`src/rtl/sqrt_controller.sv`:
```
// sqrt_controller: control FSM sequencing the 8-bit sqrt(i1^2+i2^2) ~ max(0.875x+0.5y, x) datapath
// Ports: clk, rst (sync, active-high), start;
//        en_R1..en_R5 register enables; b1/b6 single-source bus drivers;
//        b2,b3,b4,b5,b7 two-source bus drivers (bit1 first source, bit0 second);
//        sel_AU1/sel_AU2 AU function selects; Done result-driver enable; busy LOAD..WR_RES.
module sqrt_controller (
    input  logic       clk,
    input  logic       rst,
    input  logic       start,
    output logic       en_R1,
    output logic       en_R2,
    output logic       en_R3,
    output logic       en_R4,
    output logic       en_R5,
    output logic       b1,
    output logic       b6,
    output logic [1:0] b2,
    output logic [1:0] b3,
    output logic [1:0] b4,
    output logic [1:0] b5,
    output logic [1:0] b7,
    output logic [1:0] sel_AU1,
    output logic [1:0] sel_AU2,
    output logic       Done,
    output logic       busy
);
    typedef enum logic [3:0] {
        S_IDLE, S_LOAD, S_ABS_X, S_ABS_Y, S_WR_Y, S_MAX, S_MIN,
        S_SUB, S_WR_T5, S_ADD, S_WR_T7, S_FMAX, S_WR_RES, S_DONE
    } state_t;
    typedef struct packed {
        logic       en1, en2, en3, en4, en5, b1, b6;
        logic [1:0] b2, b3, b4, b5, b7, s1, s2;
        logic       done, busy;
    } ctl_t;
    state_t state, nxt;
    ctl_t   c, q;
    // Encoding is sequential, so every busy state simply advances by one.
    always_comb begin
        nxt = (state == S_IDLE || state == S_DONE) ? (start ? S_LOAD : state) : state_t'(state + 4'd1);
        c = '0;
        c.busy = nxt != S_IDLE && nxt != S_DONE;
        case (nxt)
            S_LOAD:   begin c.b3 = 2'b10; c.b4 = 2'b10; c.en1 = 1'b1; c.en2 = 1'b1; end
            S_ABS_X:  begin c.b1 = 1'b1; c.b2 = 2'b01; c.s1 = 2'b00; end
            S_ABS_Y:  begin c.b1 = 1'b1; c.b2 = 2'b01; c.s1 = 2'b01; c.b3 = 2'b01; c.en1 = 1'b1; end
            S_WR_Y:   begin c.b4 = 2'b01; c.en2 = 1'b1; end
            S_MAX:    begin c.b1 = 1'b1; c.b2 = 2'b01; c.s1 = 2'b10; end
            S_MIN:    begin c.b1 = 1'b1; c.b2 = 2'b01; c.s1 = 2'b11; c.en4 = 1'b1; c.b7 = 2'b10; c.en3 = 1'b1; end
            S_SUB:    begin c.en5 = 1'b1; c.b5 = 2'b10; c.b6 = 1'b1; c.s2 = 2'b10; end
            S_WR_T5:  begin c.b7 = 2'b01; c.en3 = 1'b1; end
            S_ADD:    begin c.b5 = 2'b01; c.b6 = 1'b1; c.s2 = 2'b00; end
            S_WR_T7:  begin c.b7 = 2'b01; c.en3 = 1'b1; end
            S_FMAX:   begin c.b5 = 2'b10; c.b6 = 1'b1; c.s2 = 2'b01; end
            S_WR_RES: begin c.b7 = 2'b01; c.en3 = 1'b1; end
            S_DONE:   c.done = 1'b1;
            default:  c = '0;
        endcase
    end
    // Outputs are registered alongside the state so each is a pure decode of the current state.
    always_ff @(posedge clk) begin
        if (rst) begin
            state <= S_IDLE;
            q     <= '0;
        end else begin
            state <= nxt;
            q     <= c;
        end
    end
    assign {en_R1, en_R2, en_R3, en_R4, en_R5} = {q.en1, q.en2, q.en3, q.en4, q.en5};
    assign {b1, b6, b2, b3, b4, b5, b7} = {q.b1, q.b6, q.b2, q.b3, q.b4, q.b5, q.b7};
    assign sel_AU1 = q.s1;
    assign sel_AU2 = q.s2;
    assign Done    = q.done;
    assign busy    = q.busy;
endmodule

```
`config.mk`:
```
export PLATFORM = sky130hd
export DESIGN_NAME = sqrt_controller
export DESIGN_NICKNAME = d
export VERILOG_FILES = /design/src/rtl/sqrt_controller.sv
export SDC_FILE = /design/constraint.sdc
export NUM_CORES = 1
export LEC_CHECK = 0
export CAP_MARGIN = 40
export CORE_MARGIN = 5
export CORE_UTILIZATION = 51
export CTS_CLUSTER_DIAMETER = 50
export DETAILED_ROUTE_END_ITERATION = 6
export PLACE_DENSITY = 0.82
export SKIP_CTS_REPAIR_TIMING = 1
export SKIP_LAST_GASP = 1
export SLEW_MARGIN = 25
export SYNTH_ARGS = -nofsm -noshare
export SYNTH_HDL_FRONTEND = slang
export SYNTH_SLANG_ARGS = --single-unit
```
`constraint.sdc`:
```
create_clock -name clk -period 2.7 [get_ports clk]
set_input_delay 0.405 -clock clk [delete_from_list [all_inputs] [get_ports clk]]
set_output_delay 0.405 -clock clk [all_outputs]
set_load 0.05 [all_outputs]
```
==> qor.csv, run 1 <==
metric,value,unit
Vias/cell,5.16,
Post-synth EDFFs,0,
gpl congestion,0.758,
Finished Layout Cells,151,
Clock Latency Late Sink,0.31,ns
Row Count,16,
Pre-antenna DRT Iters,4,
Crit Path Class,reg -> reg,
Initial Utilization,53.1,%
DP HPWL,1540,µm
hold depth,2,
Slew HR,65.9,%
"most common cell after layout, fill and taps aside",clkdlybuf4s50_1,
Placed Instances,147,
setup TNS,0,ns
diodes inserted,0,
Area Overhead vs Synth,25.9,%
Final ANT Viol Nets,0,
Final Util,66.9,%
overall via count from detail_route,779,
final instance area,1310,µm²
grt total ovfl,0,
largest stage delay on the critical path,0.50,ns
Layout Skew,0.00782,ns
"slowest stage cell, crit path",dfxtp_1,
GR Util met3,6.29,%
R2R depth,7,
leakage power,0.461,nW
clock power share,26.0,%
fraction of power consumed by sequential logic,38.9,%
M2 GR Usage,23.1,%
met1 usage,14.3,%
post-route clock period utilization,75.5,%
synthesized area,1040,µm²
Final #Nets,132,
H-tree level count,1,
Max Fclk,0.491,GHz
crit path launch type,register,
total core area,1960,µm²
endpoints failing setup,0,
CTS max path bufs,2,
PD cells,720,nW/µm²
Comb power frac,35.2,%
critical path arrival,2.26,ns
clk sink count,22,
class of the worst hold path,reg -> reg,
top cell type's share of synthesized area,42.3,%
total track usage,13.6,%
port bufs,24,
sw frac,35.0,%
leading area contributor after synthesis,dfxtp_1,
RSZ-0062 raised after global routing,no,
MaxCap Viol Count,0,
status,"finished, final reports clean",
Most used DFF post-synth,dfxtp_1,
Syn Area/Cell,10.0,µm²
global-route wire length before repair,3310,µm
Die Height,55.2,µm
synth top area cells,"dfxtp_1, ha_1, nor2_1, buf_4, nor4_2",
cell-internal power,0.615,mW
Final Hold Vio Count,0,
"commonest cells after routing, fill and taps aside","clkdlybuf4s50_1, dfxtp_1, nor2_1",
Die X,55.2,µm
Unique masters post-synth,40,
Critical Path Fanout Max,9,
Net Switching,0.331,mW
TritonCTS clock tree,yes,
pin count of the biggest net entering global routing,14,
Initial DRC Count,6,
Slew @ Worst Pin,0.510,ns
min cycle time layout,2.04,ns
gr busiest metal,met2,
io pins,26,
CTS Buf Count,3,
worst endpoint required time,2.92,ns
vias in the first global route,730,
Die ar.,3050,µm²
layout cells sized above 1,17.7,%
syn nets,111,
clock transition at the registers of the reported paths,0.11,ns
initial antenna violation count,0,
Gate Count Post-Synth,104,
clock root cell,clkbuf_4,
Synth Warn #,0,
Placed Area,1260,µm²
wire per inst,13.1,µm
worst-path cell chain,"inv_1, ha_1, nor3b_2, nor2_4, mux2i_4, nor3_1, nor4_2",
CP endpoint kind,register,
sequential-to-total area share from yosys stat,42.3,%
ys async rst share,0,%
drc violations,0,
Final Max Slew Viols,0,
Synth Register Bits,22,
worst hold slack,0.683,ns
worst vdd ir,0.000603,V
WL final,1980,µm
==> worst paths after layout <==
kind	start	endpoint	slack (ns)
setup / recovery	state[0]	en_R3	0.66
setup reg to reg	state[0]	en_R3	0.66
hold / removal	state[2]	b3[0]	0.68
hold reg to reg	state[2]	b3[0]	0.68
==> synthesized netlist by cell type (2+ instances only) <==
master    count
dfxtp_1      22
nor2_1       13
buf_4         6
nor3_1        6
nand2_1       5
a21oi_1       4
ha_1          4
nand2b_1      4
inv_1         3
nand3_1       3
nor4_2        3
clkbuf_1      2
nor2b_1       2
==> power by group through the flow <==
stage / clock (mW) / sequential, mW / combinational [mW]
floorplan: 0 / 0.442 / 0.189
global placement: 0 / 0.372 / 0.327
detailed placement: 0 / 0.376 / 0.331
CTS: 0.252 / 0.368 / 0.332
global route: 0.267 / 0.371 / 0.357
finish: 0.245 / 0.368 / 0.332
==> sequential cells by signal (all words and copies together), names as in the netlist, 2 cells and up <==
signal	cells
state	4
b3	2
b5	2
sel_AU1	2
==> worst max-delay path, delay by kind of cell, from the launching register on <==
kind | cells | cell delay (ns)
flip-flops | 1 | 0.50
multiplexers | 1 | 0.40
adder cells (fa/ha/maj) | 1 | 0.23
AND/OR/NAND/NOR | 4 | 0.69
buffers and inverters | 1 | 0.13
==> through the flow <==
step | setup WS, ns | power, mW
6_report | 0.662 | 0.945
5_1_grt | 0.514 | 0.995
4_1_cts | 0.665 | 0.952
3_5_place_dp | 0.525 | 0.706
3_3_place_gp | 0.581 | 0.698
2_1_floorplan | 0.905 | 0.631
==> kinds of logic (layout without fill, tap and decap cells) <==
family | count (synthesis) | in the layout | share of synthesized area [%]
compound gates | 19 | 19 | 15.0
xor+xnor | 1 | 1 | 1.56
flops | 22 | 22 | 42.3
fa+ha+maj | 4 | 4 | 4.80
mux | 3 | 3 | 4.44
simple gates | 42 | 42 | 24.4
other cells | 1 | 1 | 0.360
buf+inv | 12 | 32 | 7.20
==> area by class of cell <==
| class | instances | area, µm² |
|---|---|---|
| fillers | 171 | 649 |
| clock inverters | 1 | 30.0 |
| inverters | 3 | 11.3 |
| multi-input cells | 70 | 527 |
| repair buffers | 25 | 248 |
| flip-flops and latches | 22 | 440 |
| clock buffers | 3 | 22.5 |
| well taps | 27 | 33.8 |
==> layer usage <==
layer	routed length (µm)	up-vias
met3	107	6
met4	44	0
li1	-	396
met1	872	357
met5	0	-
met2	955	20
(Power assumes the default switching activity.)
==> run 2: changes to the inputs <==
--- a/config.mk
+++ b/config.mk
@@ -7,10 +7,10 @@
 export LEC_CHECK = 0
 export CAP_MARGIN = 40
 export CORE_MARGIN = 5
-export CORE_UTILIZATION = 51
+export CORE_UTILIZATION = 47
 export CTS_CLUSTER_DIAMETER = 50
 export DETAILED_ROUTE_END_ITERATION = 6
-export PLACE_DENSITY = 0.82
+export PLACE_DENSITY = 0.77
 export SKIP_CTS_REPAIR_TIMING = 1
 export SKIP_LAST_GASP = 1
 export SLEW_MARGIN = 25
==> constraint.sdc (replaced) <==
create_clock -name clk -period 1.9 [get_ports clk]
set_input_delay 0.285 -clock clk [delete_from_list [all_inputs] [get_ports clk]]
set_output_delay 0.285 -clock clk [all_outputs]
set_load 0.05 [all_outputs]
==> run 2 against run 1 <==
- the run now ends with negative setup slack left
- via count up 13%
- critical path depth did not move
- hold slack improved by 0.045 ns
- core utilization up 0.52 points
- register-to-register slack got worse by 0.76 ns
- sequential share of layout area down 3.1 points
- cell count rose by 9.3%
==> qor.csv, run 2 (synthesis results as in run 1) <==
metric,value,unit
status,finished with violations,
violated checks,negative setup slack,
RSZ-0062 raised after global routing,yes,
Critical Path Fanout Max,5,
Slew HR,66.0,%
WL final,2480,µm
highest routed layer,met4,
pre-CTS WS,-0.0344,ns
overall via count from detail_route,882,
Initial DRC Count,23,
clock root cell,clkbuf_4,
"most common cell after layout, fill and taps aside",clkdlybuf4s50_1,
max reg flops,4,
Die X,57.1,µm
Layout Skew,0.00546,ns
Crit Path Class,reg -> reg,
Row Count,17,
layout cells sized above 1,28.5,%
worst vdd ir,0.000650,V
WL met3,149,µm
worst endpoint required time,2.12,ns
drc violations,0,
CP endpoint kind,register,
diodes inserted,0,
Vias/cell,5.35,
grt total ovfl,0,
worst hold slack,0.728,ns
Pre-antenna DRT Iters,4,
wire per inst,15.0,µm
Final ANT Viol Nets,0,
largest stage delay on the critical path,0.38,ns
Final Max Slew Viols,0,
met2 wire length,1300,µm
Final #Nets,145,
TritonCTS clock tree,yes,
initial antenna violation count,0,
io pins,26,
Slew @ Worst Pin,0.508,ns
H-tree level count,1,
min cycle time layout,2.00,ns
Max Fclk,0.501,GHz
vias in the first global route,752,
Clock Latency Late Sink,0.31,ns
footprint of the multi-input gates,581,µm²
met1 WL,921,µm
Initial Utilization,48.0,%
class of the worst hold path,in -> reg,
pin count of the biggest net entering global routing,14,
global-route wire length before repair,3390,µm
leakage power,0.534,nW
total core area,2170,µm²
crit path launch type,register,
DP HPWL,1570,µm
PD cells,1010,nW/µm²
CTS Buf Count,3,
endpoints failing setup,1,
Area Overhead vs Synth,40.3,%
Final Hold Vio Count,0,
gpl congestion,0.816,
number of fill cells,160,
total track usage,13.3,%
MaxCap Viol Count,0,
post-route clock period utilization,105,%
worst-path cell chain,"buf_4, ha_2, and3_4, nor3_1, nand2b_1, nand2_1, a211oi_2",
critical path arrival,2.22,ns
Die ar.,3260,µm²
port bufs,24,
clock transition at the registers of the reported paths,0.12,ns
Die Height,57.1,µm
register area,445,µm²
"commonest cells after routing, fill and taps aside","clkdlybuf4s50_1, dfxtp_1, nor2_1, buf_4, nor3_1",
Final Util,67.4,%
CTS max path bufs,2,
clk sink count,22,
setup slack after layout,-0.0954,ns
Reg with most FFs,state,
Total Power,1.48,mW
"slowest stage cell, crit path",dfxtp_4,
run 2: cell count changes in the layout (fill, tap and decap cells not counted), sizes merged:
cell	before	now
buf	1	13
mux2i	3	4
run 2: path summary, 6_finish.rpt:
path                            cells past startpoint  slack, ns     to  startpoint
worst min register to register                      3       0.73  b2[0]    state[1]
worst max-delay path                                7       -0.1   busy    state[0]
worst max register to register                      7       -0.1   busy    state[0]
worst min-delay path                                2       0.73   Done         rst
run 2: through the flow:
step	area (µm²)	instances	setup TNS, ns
2_1_floorplan	1040	104	0
3_3_place_gp	1310	155	0
3_5_place_dp	1310	155	-0.0486
4_1_cts	1370	159	-0.0242
5_1_grt	1460	165	-0.292
6_report	1460	165	-0.0954
run 2: worst max-delay path: cells and delay by family, from the launching register on:
family | cells | cell delay (ns)
adders and majority gates | 1 | 0.20
and+or+nand+nor | 4 | 0.90
AOI/OAI and AO/OA | 1 | 0.29
DFF | 1 | 0.38
buffers and inverters | 1 | 0.13
run 2: area by class of cell:
class                           count  share of cell area (%)
Clock buffer                        3                    1.54
Clock inverter                      1                    2.05
Inverter                            3                   0.770
Multi-Input combinational cell     71                    39.7
Sequential cell                    22                    30.5
Tap cell                           28                    2.40
Timing Repair Buffer               37                    23.1
run 2: per-layer routing:
layer / up-vias / global-route usage [%]
met4: 0 / 7.95
li1: 428 / -
met2: 36 / 22.8
met5: - / 0
met1: 408 / 15.4
met3: 10 / 2.26
run 2: where the power goes:
part | internal [mW] | total [mW] | leakage [nW] | switching, mW
logic | 0.243 | 0.607 | 0.326 | 0.364
registers | 0.500 | 0.516 | 0.180 | 0.0165
clock network | 0.213 | 0.358 | 0.0279 | 0.144
total | 0.956 | 1.48 | 0.534 | 0.525
==> run 3: changes to the inputs <==
--- a/config.mk
+++ b/config.mk
@@ -7,13 +7,14 @@
 export LEC_CHECK = 0
 export CAP_MARGIN = 40
 export CORE_MARGIN = 5
-export CORE_UTILIZATION = 47
+export CORE_UTILIZATION = 40
 export CTS_CLUSTER_DIAMETER = 50
 export DETAILED_ROUTE_END_ITERATION = 6
-export PLACE_DENSITY = 0.77
+export PLACE_DENSITY = 0.67
 export SKIP_CTS_REPAIR_TIMING = 1
 export SKIP_LAST_GASP = 1
 export SLEW_MARGIN = 25
 export SYNTH_ARGS = -nofsm -noshare
 export SYNTH_HDL_FRONTEND = slang
 export SYNTH_SLANG_ARGS = --single-unit
+export TNS_END_PERCENT = 20
==> run 3 against run 2 <==
- via count decreased by 2.9%
- non-clock buffer count shrank 2
- critical path depth unchanged
- clock-buffer cell count stayed put
- setup slack better by 0.20 ns
- critical endpoint unchanged
- die area grew 14%
- the flow now finishes without violations
- cell count did not move
- routed wire length down 7.7%
- first-iteration DRC count is 39% lower
- clock power decreased by 2%
- global-route usage shrank 0.28 points
- clock skew fell by 0.0039 ns
==> qor.csv, run 3 (synthesis results as in run 1) <==
metric,value,unit
status,"finished, final reports clean",
Reg with most FFs,state,
port bufs,24,
Clock Latency Late Sink,0.30,ns
WL final,2290,µm
min cycle time layout,1.80,ns
class of the worst hold path,in -> reg,
Total Power,1.44,mW
largest stage delay on the critical path,0.36,ns
wire per inst,13.8,µm
Critical Path Fanout Max,5,
Die ar.,3730,µm²
Row Count,18,
DP HPWL,1650,µm
clk sink count,22,
worst endpoint required time,2.13,ns
drc violations,0,
Slew HR,66.3,%
TritonCTS clock tree,yes,
Crit Path Class,reg -> reg,
endpoints failing setup,0,
setup slack after layout,0.104,ns
post-route clock period utilization,94.6,%
clock transition at the registers of the reported paths,0.12,ns
Area Overhead vs Synth,38.9,%
M2 GR Usage,21.8,%
Final ANT Viol Nets,0,
Vias/cell,5.19,
Die X,61.0,µm
worst-path cell chain,"inv_2, ha_2, and3_4, nor2_4, mux2i_4, nand2_1, a211oi_2",
pin count of the biggest net entering global routing,14,
layout cells sized above 1,30.4,%
Layout Skew,0.00156,ns
Max Fclk,0.557,GHz
GR Util met3,2.73,%
total track usage,13.0,%
vias in the first global route,829,
diodes inserted,0,
CP endpoint kind,register,
"slowest stage cell, crit path",dfxtp_1,
Final #Nets,143,
global-route wire length before repair,3630,µm
max reg flops,4,
"commonest cells after routing, fill and taps aside","clkdlybuf4s50_1, dfxtp_1, nor2_1",
Final Hold Vio Count,0,
PD cells,997,nW/µm²
Die Height,61.0,µm
gr busiest metal,met2,
Final Max Slew Viols,0,
CTS Buf Count,3,
Pre-antenna DRT Iters,4,
gpl congestion,0.769,
clock root cell,clkbuf_4,
Initial Utilization,42.1,%
io pins,26,
overall via count from detail_route,856,
Initial DRC Count,14,
met1 usage,15.9,%
Slew @ Worst Pin,0.504,ns
total core area,2480,µm²
RSZ-0062 raised after global routing,no,
worst vdd ir,0.000596,V
pre-CTS WS,-0.0647,ns
critical path arrival,2.03,ns
MaxCap Viol Count,0,
CTS max path bufs,2,
H-tree level count,1,
crit path launch type,register,
initial antenna violation count,0,
"most common cell after layout, fill and taps aside",clkdlybuf4s50_1,
grt total ovfl,0,
leakage power,0.516,nW
-- run 3: through the flow --
step                hold WS [ns]   TNS, ns  util (%)  cells  area, µm²
floorplan                  0.549         0         -    104       1040
global placement           0.654  -0.00586      53.9    158       1340
detailed placement         0.653    -0.175      53.9    158       1340
CTS                        0.672   -0.0336      56.1    162       1390
global route               0.678         0      58.4    165       1450
finish                     0.693         0      58.4    165       1450
-- run 3: path summary, 6_finish.rpt --
check	startpoint	end	slack, ns	cells after the start
setup / recovery	state[1]	busy	0.10	7
hold / removal	rst	Done	0.69	2
setup reg to reg	state[1]	busy	0.10	7
hold reg to reg	state[2]	b3[0]	0.70	2
-- run 3: critical path: cells and delay by family, from the launching register on --
| family | cells | cell delay (ns) |
|---|---|---|
| buf+inv | 1 | 0.07 |
| mux | 1 | 0.33 |
| fa+ha+maj | 1 | 0.20 |
| compound gates | 1 | 0.24 |
| simple gates | 3 | 0.53 |
| flops | 1 | 0.36 |
-- run 3: area by class of cell --
cell class | instances | area [µm²]
inverters | 3 | 11.3
clock inverters | 1 | 30.0
clock buffers | 3 | 22.5
flip-flops and latches | 22 | 444
multi-input cells | 71 | 567
fillers | 227 | 1030
repair buffers | 35 | 335
well taps | 30 | 37.5
-- run 3: layer usage --
metal / wire, µm / share of wire [%] / up-vias
met5: 0 / 0 / -
met3: 136 / 6.0 / 2
li1: - / - / 420
met1: 920 / 40 / 409
met4: 19 / 0.83 / 0
met2: 1210 / 53 / 25
-- run 3: where the power goes --
part	total (mW)	switching, mW	leakage, nW	internal [mW]
combinational	0.577	0.350	0.309	0.227
clock	0.350	0.137	0.0279	0.213
sequential	0.516	0.0168	0.180	0.499
